===== config.mk =====
export PLATFORM = sky130hd
export DESIGN_NAME = measurement_packetizer
export DESIGN_NICKNAME = d
export VERILOG_FILES = /design/src/rtl/measurement_packetizer.sv
export SDC_FILE = /design/constraint.sdc
export NUM_CORES = 1
export LEC_CHECK = 0
export BUFFER_PORTS_ARGS = -buffer_cell sky130_fd_sc_hd__buf_4
export CAP_MARGIN = 15
export CORE_ASPECT_RATIO = 0.6
export CORE_MARGIN = 5
export CORE_UTILIZATION = 53
export DETAILED_ROUTE_END_ITERATION = 8
export GPL_TIMING_DRIVEN = 0
export HOLD_SLACK_MARGIN = 0.12
export PLACE_DENSITY_LB_ADDON = 0.2
export SLEW_MARGIN = 20
export SYNTH_ARGS = -nofsm -noshare
export SYNTH_HDL_FRONTEND = slang
export SYNTH_SLANG_ARGS = --single-unit
export TNS_END_PERCENT = 20

===== constraint.sdc =====
create_clock -name clk -period 1.94 [get_ports clk]
set_input_delay 0.291 -clock clk [delete_from_list [all_inputs] [get_ports clk]]
set_output_delay 0.291 -clock clk [all_outputs]
set_load 0.02 [all_outputs]

===== src/rtl/measurement_packetizer.sv =====
// -----------------------------------------------------------------------------
// measurement_packetizer
//
// Frames each averaged ring-oscillator count into a 5-byte packet and hands the
// packet to the UART transmitter one byte at a time over its start/busy
// handshake:
//
//   HEADER, SEQ, sample[15:8], sample[7:0], CHK   (CHK = SEQ ^ MSB ^ LSB)
//
// SEQ is an 8-bit counter that advances after every completed packet. A
// one-deep hold buffer absorbs one sample that arrives while a packet is in
// flight. Any further sample is dropped and flagged on the sticky overrun bit.
//
// Ports
//   clk            system clock (shared with the averaging stage and UART)
//   reset          asynchronous, active-high reset
//   sample_valid   one-cycle pulse: sample carries a new average
//   sample         averaged count, used only when sample_valid=1
//   tx_busy        UART transmitter busy
//   tx_start       one-cycle request to the UART to send tx_data
//   tx_data        byte to transmit, stable from tx_start until tx_busy falls
//   busy           packet in progress or one queued
//   overrun        sticky: at least one sample was dropped
//   clear_overrun  synchronous clear of overrun (a same-cycle drop wins)
// -----------------------------------------------------------------------------
module measurement_packetizer #(
  parameter int          WIDTH  = 16,
  parameter logic [7:0]  HEADER = 8'hA5
) (
  input  logic             clk,
  input  logic             reset,
  input  logic             sample_valid,
  input  logic [WIDTH-1:0] sample,
  input  logic             tx_busy,
  output logic             tx_start,
  output logic [7:0]       tx_data,
  output logic             busy,
  output logic             overrun,
  input  logic             clear_overrun
);

  typedef enum logic [1:0] {IDLE, START, WAIT_ACK, WAIT_DONE} state_t;

  localparam logic [2:0] LAST_IDX = 3'd4;

  state_t           state_q, state_d;
  logic [2:0]       idx_q, idx_d;
  logic [7:0]       seq_q, seq_d;
  logic [WIDTH-1:0] frame_q, frame_d;
  logic [WIDTH-1:0] hold_q, hold_d;
  logic             hold_valid_q, hold_valid_d;
  logic             tx_start_q, tx_start_d;
  logic [7:0]       tx_data_q, tx_data_d;
  logic             overrun_q, overrun_d;

  // Byte of the packet at position idx. SEQ is stable for the whole packet
  // because it only advances on the transition back to IDLE.
  function automatic logic [7:0] packet_byte(input logic [2:0]       idx,
                                             input logic [7:0]       seq,
                                             input logic [WIDTH-1:0] frame);
    logic [7:0] msb;
    logic [7:0] lsb;
    msb = frame[WIDTH-1:WIDTH-8];
    lsb = frame[7:0];
    case (idx)
      3'd0:    packet_byte = HEADER;
      3'd1:    packet_byte = seq;
      3'd2:    packet_byte = msb;
      3'd3:    packet_byte = lsb;
      default: packet_byte = seq ^ msb ^ lsb;
    endcase
  endfunction

  // Next-state and output logic.
  always_comb begin
    logic idle_direct;  // sample goes straight into the frame this cycle
    logic hold_free;    // hold register can accept a sample this cycle
    logic drop;

    // NOTE: every signal assigned here gets a default first, so no path
    // leaves it unassigned and no latch is inferred.
    state_d      = state_q;
    idx_d        = idx_q;
    seq_d        = seq_q;
    frame_d      = frame_q;
    hold_d       = hold_q;
    hold_valid_d = hold_valid_q;
    tx_start_d   = 1'b0;
    tx_data_d    = tx_data_q;
    drop         = 1'b0;

    idle_direct = (state_q == IDLE) && !hold_valid_q && sample_valid;
    // In IDLE a held sample is consumed this cycle, so the slot frees and
    // can refill in the same cycle.
    hold_free   = !hold_valid_q || (state_q == IDLE);

    case (state_q)
      IDLE: begin
        if (hold_valid_q) begin
          frame_d      = hold_q;
          hold_valid_d = 1'b0;
          idx_d        = 3'd0;
          state_d      = START;
        end else if (sample_valid) begin
          frame_d = sample;
          idx_d   = 3'd0;
          state_d = START;
        end
      end
      START: begin
        if (!tx_busy) begin
          tx_start_d = 1'b1;
          tx_data_d  = packet_byte(idx_q, seq_q, frame_q);
          state_d    = WAIT_ACK;
        end
      end
      WAIT_ACK: begin
        if (tx_busy) state_d = WAIT_DONE;
      end
      WAIT_DONE: begin
        if (!tx_busy) begin
          if (idx_q < LAST_IDX) begin
            // The UART is already known idle, so the START step is folded
            // into this cycle and the next byte follows the busy fall by
            // exactly one cycle.
            idx_d      = idx_q + 3'd1;
            tx_start_d = 1'b1;
            tx_data_d  = packet_byte(idx_q + 3'd1, seq_q, frame_q);
            state_d    = WAIT_ACK;
          end else begin
            seq_d   = seq_q + 8'd1;
            state_d = IDLE;
          end
        end
      end
      default: state_d = IDLE;
    endcase

    // Hold buffer: oldest sample wins, newer ones are dropped.
    if (sample_valid && !idle_direct) begin
      if (hold_free) begin
        hold_d       = sample;
        hold_valid_d = 1'b1;
      end else begin
        drop = 1'b1;
      end
    end

    // Set has priority over clear.
    overrun_d = (overrun_q & ~clear_overrun) | drop;
  end

  // NOTE: sequential state uses non-blocking assignments so every register
  // samples the values from before the clock edge.
  always_ff @(posedge clk or posedge reset) begin
    if (reset) begin
      state_q      <= IDLE;
      idx_q        <= 3'd0;
      seq_q        <= 8'h00;
      frame_q      <= '0;
      hold_q       <= '0;
      hold_valid_q <= 1'b0;
      tx_start_q   <= 1'b0;
      tx_data_q    <= 8'h00;
      overrun_q    <= 1'b0;
    end else begin
      state_q      <= state_d;
      idx_q        <= idx_d;
      seq_q        <= seq_d;
      frame_q      <= frame_d;
      hold_q       <= hold_d;
      hold_valid_q <= hold_valid_d;
      tx_start_q   <= tx_start_d;
      tx_data_q    <= tx_data_d;
      overrun_q    <= overrun_d;
    end
  end

  assign tx_start = tx_start_q;
  assign tx_data  = tx_data_q;
  assign overrun  = overrun_q;
  assign busy     = (state_q != IDLE) || hold_valid_q;

endmodule


==> run_results.csv <==
group,metric,value,unit
run_status,status,"finished with violations",
run_status,violations,"setup timing",
global_routing,grt_overflow,0,
finish,layout.nets,389,
floorplanning,dieArea,7790,um2
synthesis,synth_most_common_cell,"dfrtp_1",
sta,slew_headroom,0.549,
drt,drtIter0Drc,267,
worst_setup_path,worst_setup_path_start_kind,"flop",
worst_setup_path,cp_data_required_time,2170,ps
worst_setup_path,worstSetupPathType,"flop to flop",
sta,setup_ws,-21.9,ps
clocking,clkTransAtPathRegs,110,ps
worst_setup_path,path_max_fanout,5,
power,ir_drop,0.923,mV
power,power_per_cell_area,1730,nW/um2
hold_path,min_path_cells,2,
drt,via_per_inst,6.00,
hold_path,hold_class,"input port to flop",
synthesis,avgSynthCellArea,10.4,um2
job,max-cap-violations,0,
global_routing,antenna_found_initial,0,
worst_setup_path,reg2reg_depth,6,
global_routing,track_usage,0.206,
worst_setup_path,slowest_delay,500,ps
floorplanning,num_io_pins,32,
clocking,htree_levels,2,
sta,period_share,1.01,
worst_setup_path,crit_chain,"inv_4 > ha_4 > or3_4 > a21o_4 > o211a_1 > o31ai_2",
place,post_dp_cell_area,3560,um2
sta,finalHoldViolations,0,
synthesis,synthArstFlopShare,1.00,
finish,drive_gt1_frac,0.285,
finish,postLayoutCellArea,3970,um2
drt,ant_nets,0,
clocking,cts_sinks,56,
synthesis,synth_edf_count,0,
sta,final.min_clock_period,1960,ps
synthesis,synthFlopType,"dfrtp_1",
synthesis,yosys_warnings,0,
drt,drt-total-wl,8200,um
global_routing,grt_pass1_wl,13000,um
synthesis,ys_ff_latch,56,
global_routing,grt_max_degree,57,
drt,wire_per_inst,18.4,um
power,p_leak,0.00177,uW
floorplanning,die_w,111,um
place,numPortBuffers,31,
worst_setup_path,slowest_stage,"dfrtp_2",
power,finalPower,6840,uW
floorplanning,initial_core_util,0.537,
worst_setup_path,path_buf_inv,1,
sta,skew,8.90,ps
clocking,cts_buffers,5,
floorplanning,floorplan.rows,22,
finish,antenna_cells,0,
clocking,clock_path_buffers,2,
sta,max_freq,510,MHz
sta,finalSetupTns,-51.9,ps
place,dpl_worst_slack,-275,ps
synthesis,syn_nets,339,
sta,maxSlewViolCount,0,
worst_setup_path,cp.arrival,2190,ps
finish,synthToLayoutAreaGrowth,23.2,%
clocking,cts_tree,"yes",
synthesis,synth_top_cells_by_count,"56 x dfrtp_1, 34 x nand2_1, 23 x o21ai_1",
synthesis,synth_cell_types,52,
synthesis,synthCells,310,
worst_setup_path,crit_family,"compound AO/OA/AOI/OAI gates",
clocking,clk-insertion-delay-late,310,ps
synthesis,synth_area_leaders,"dfrtp_1 44%, mux2_1 5.6%, xnor2_1 5.4%, mux2i_1 5.0%, nand2_1 4.0%",
sta,worst_slew_pin_slew,677,ps
worst_setup_path,end_kind,"flop",
synthesis,synth_area,3220,um2
synthesis,synth_top_area_frac,0.435,
place,place.gp.congestion,0.864,
drt,firstDrtPassIters,5,
floorplanning,core_area,6000,um2
clocking,cts_root_buf,"clkbuf_8",
floorplanning,die_h,70.4,um
synthesis,yosysTopAreaCell,"dfrtp_1",
sta,hold_ws,167,ps
sta,rsz0062_at_grt,"yes",
worst_setup_path,crit_cells,6,
global_routing,grt_pass1_vias,2500,
sta,setup_viol,5,
place,dpl.hpwl,5700,um
drt,drc_errors,0,
synthesis,ys_seq_area_frac,0.435,
drt,vias,2669,
==> report_power, final <==
| group | switching [uW] | internal, uW |
|---|---|---|
| Sequential | 499 | 1660 |
| Clock | 401 | 260 |
| Combinational | 2170 | 1850 |
| Total | 3070 | 3780 |
==> kinds of logic (layout without fill, tap and decap cells) <==
group	after synthesis	in the layout	share of synthesized area
AOI/OAI and AO/OA	85	85	0.202
and+or+nand+nor	75	75	0.114
DFF	56	56	0.435
muxes	33	33	0.109
buffers and inverters	30	81	0.0458
xor gates and xnor gates	23	23	0.0626
adders and majority gates	8	8	0.0311
==> flip-flops by register name (all words and copies together), names as in the netlist <==
| name | cells |
|---|---|
| tx_start | 1 |
| idx_q | 3 |
| hold_q | 16 |
| hold_valid_q | 1 |
| overrun | 1 |
| seq_q | 8 |
| tx_data | 8 |
| state_q | 2 |
| frame_q | 16 |
==> worst register-to-register path, stage by stage, from the launching register on <==
cell and delay, ps:
dfrtp_2 500, inv_4 80, ha_4 190, or3_4 410, a21o_4 260, o211a_1 250
o31ai_2 180
==> cell usage in the layout, fill, tap and decap left out, drive strengths merged, types with 2 or more instances in the layout <==
cell	count
dfrtp	56
buf	52
nand2	35
o21ai	26
xnor2	20
mux2	17
clkbuf	17
mux2i	16
nor2	10
inv	9
o221ai	8
nand3	8
ha	8
a22o	7
a22oi	6
and2	5
a31oi	5
nor3	5
a221o	4
a2111o	4
a221oi	4
o31ai	4
nand4	3
o211a	3
xor2	3
or3	3
and3	2
a222oi	2
a211oi	2
o22ai	2
nor2b	2
clkinv	2
==> per-layer routing <==
metal,up-vias,global-route usage,share of wire
li1,1247,-,-
met1,1288,0.308,0.48
met2,122,0.300,0.43
met3,12,0.0537,0.086
met4,0,0.0423,0.0098
met5,-,0,0
==> metrics by stage <==
step | cells | util
final | 445 | 0.661
after CTS | 443 | 0.643
after global placement | 425 | 0.593
after global routing | 445 | 0.661
after floorplan | 310 | -
after detailed placement | 425 | 0.593
==> timing repair <==
| action | in CTS | in global routing |
|---|---|---|
| pin swaps | 9 | 16 |
| endpoints found under the hold margin | 39 | 0 |
| resized for setup | 30 | 20 |
| endpoints found under the setup margin | 8 | 8 |
| setup buffers | 9 | 2 |
| hold buffers | 1 | 0 |
| cloned | 0 | 0 |
==> final cells by class <==
class | count | area [um2]
buffer | 22 | 130
clock buffer | 5 | 68.8
clock inverter | 3 | 22.5
fill | 498 | 2030
inverter | 8 | 35.0
multi-input combinational | 224 | 1860
sequential | 56 | 1410
tap | 84 | 105
timing repair buffer | 43 | 340
==> final timing paths <==
kind / endpoint / from / slack (ps)
setup / recovery: tx_data[6]$_DFFE_PP0P_ / idx_q[0]$_DFFE_PP0P_ / -20
hold reg to reg: hold_q[14]$_DFFE_PP0P_ / hold_q[14]$_DFFE_PP0P_ / 500
min in group asynchronous: hold_q[1]$_DFFE_PP0P_ / reset / 640
hold / removal: overrun$_DFF_PP0_ / clear_overrun / 170
max in group asynchronous: idx_q[2]$_DFFE_PP0P_ / reset / 820
setup reg to reg: tx_data[6]$_DFFE_PP0P_ / idx_q[0]$_DFFE_PP0P_ / -20
Note: power is estimated with default switching activity, not from simulation.
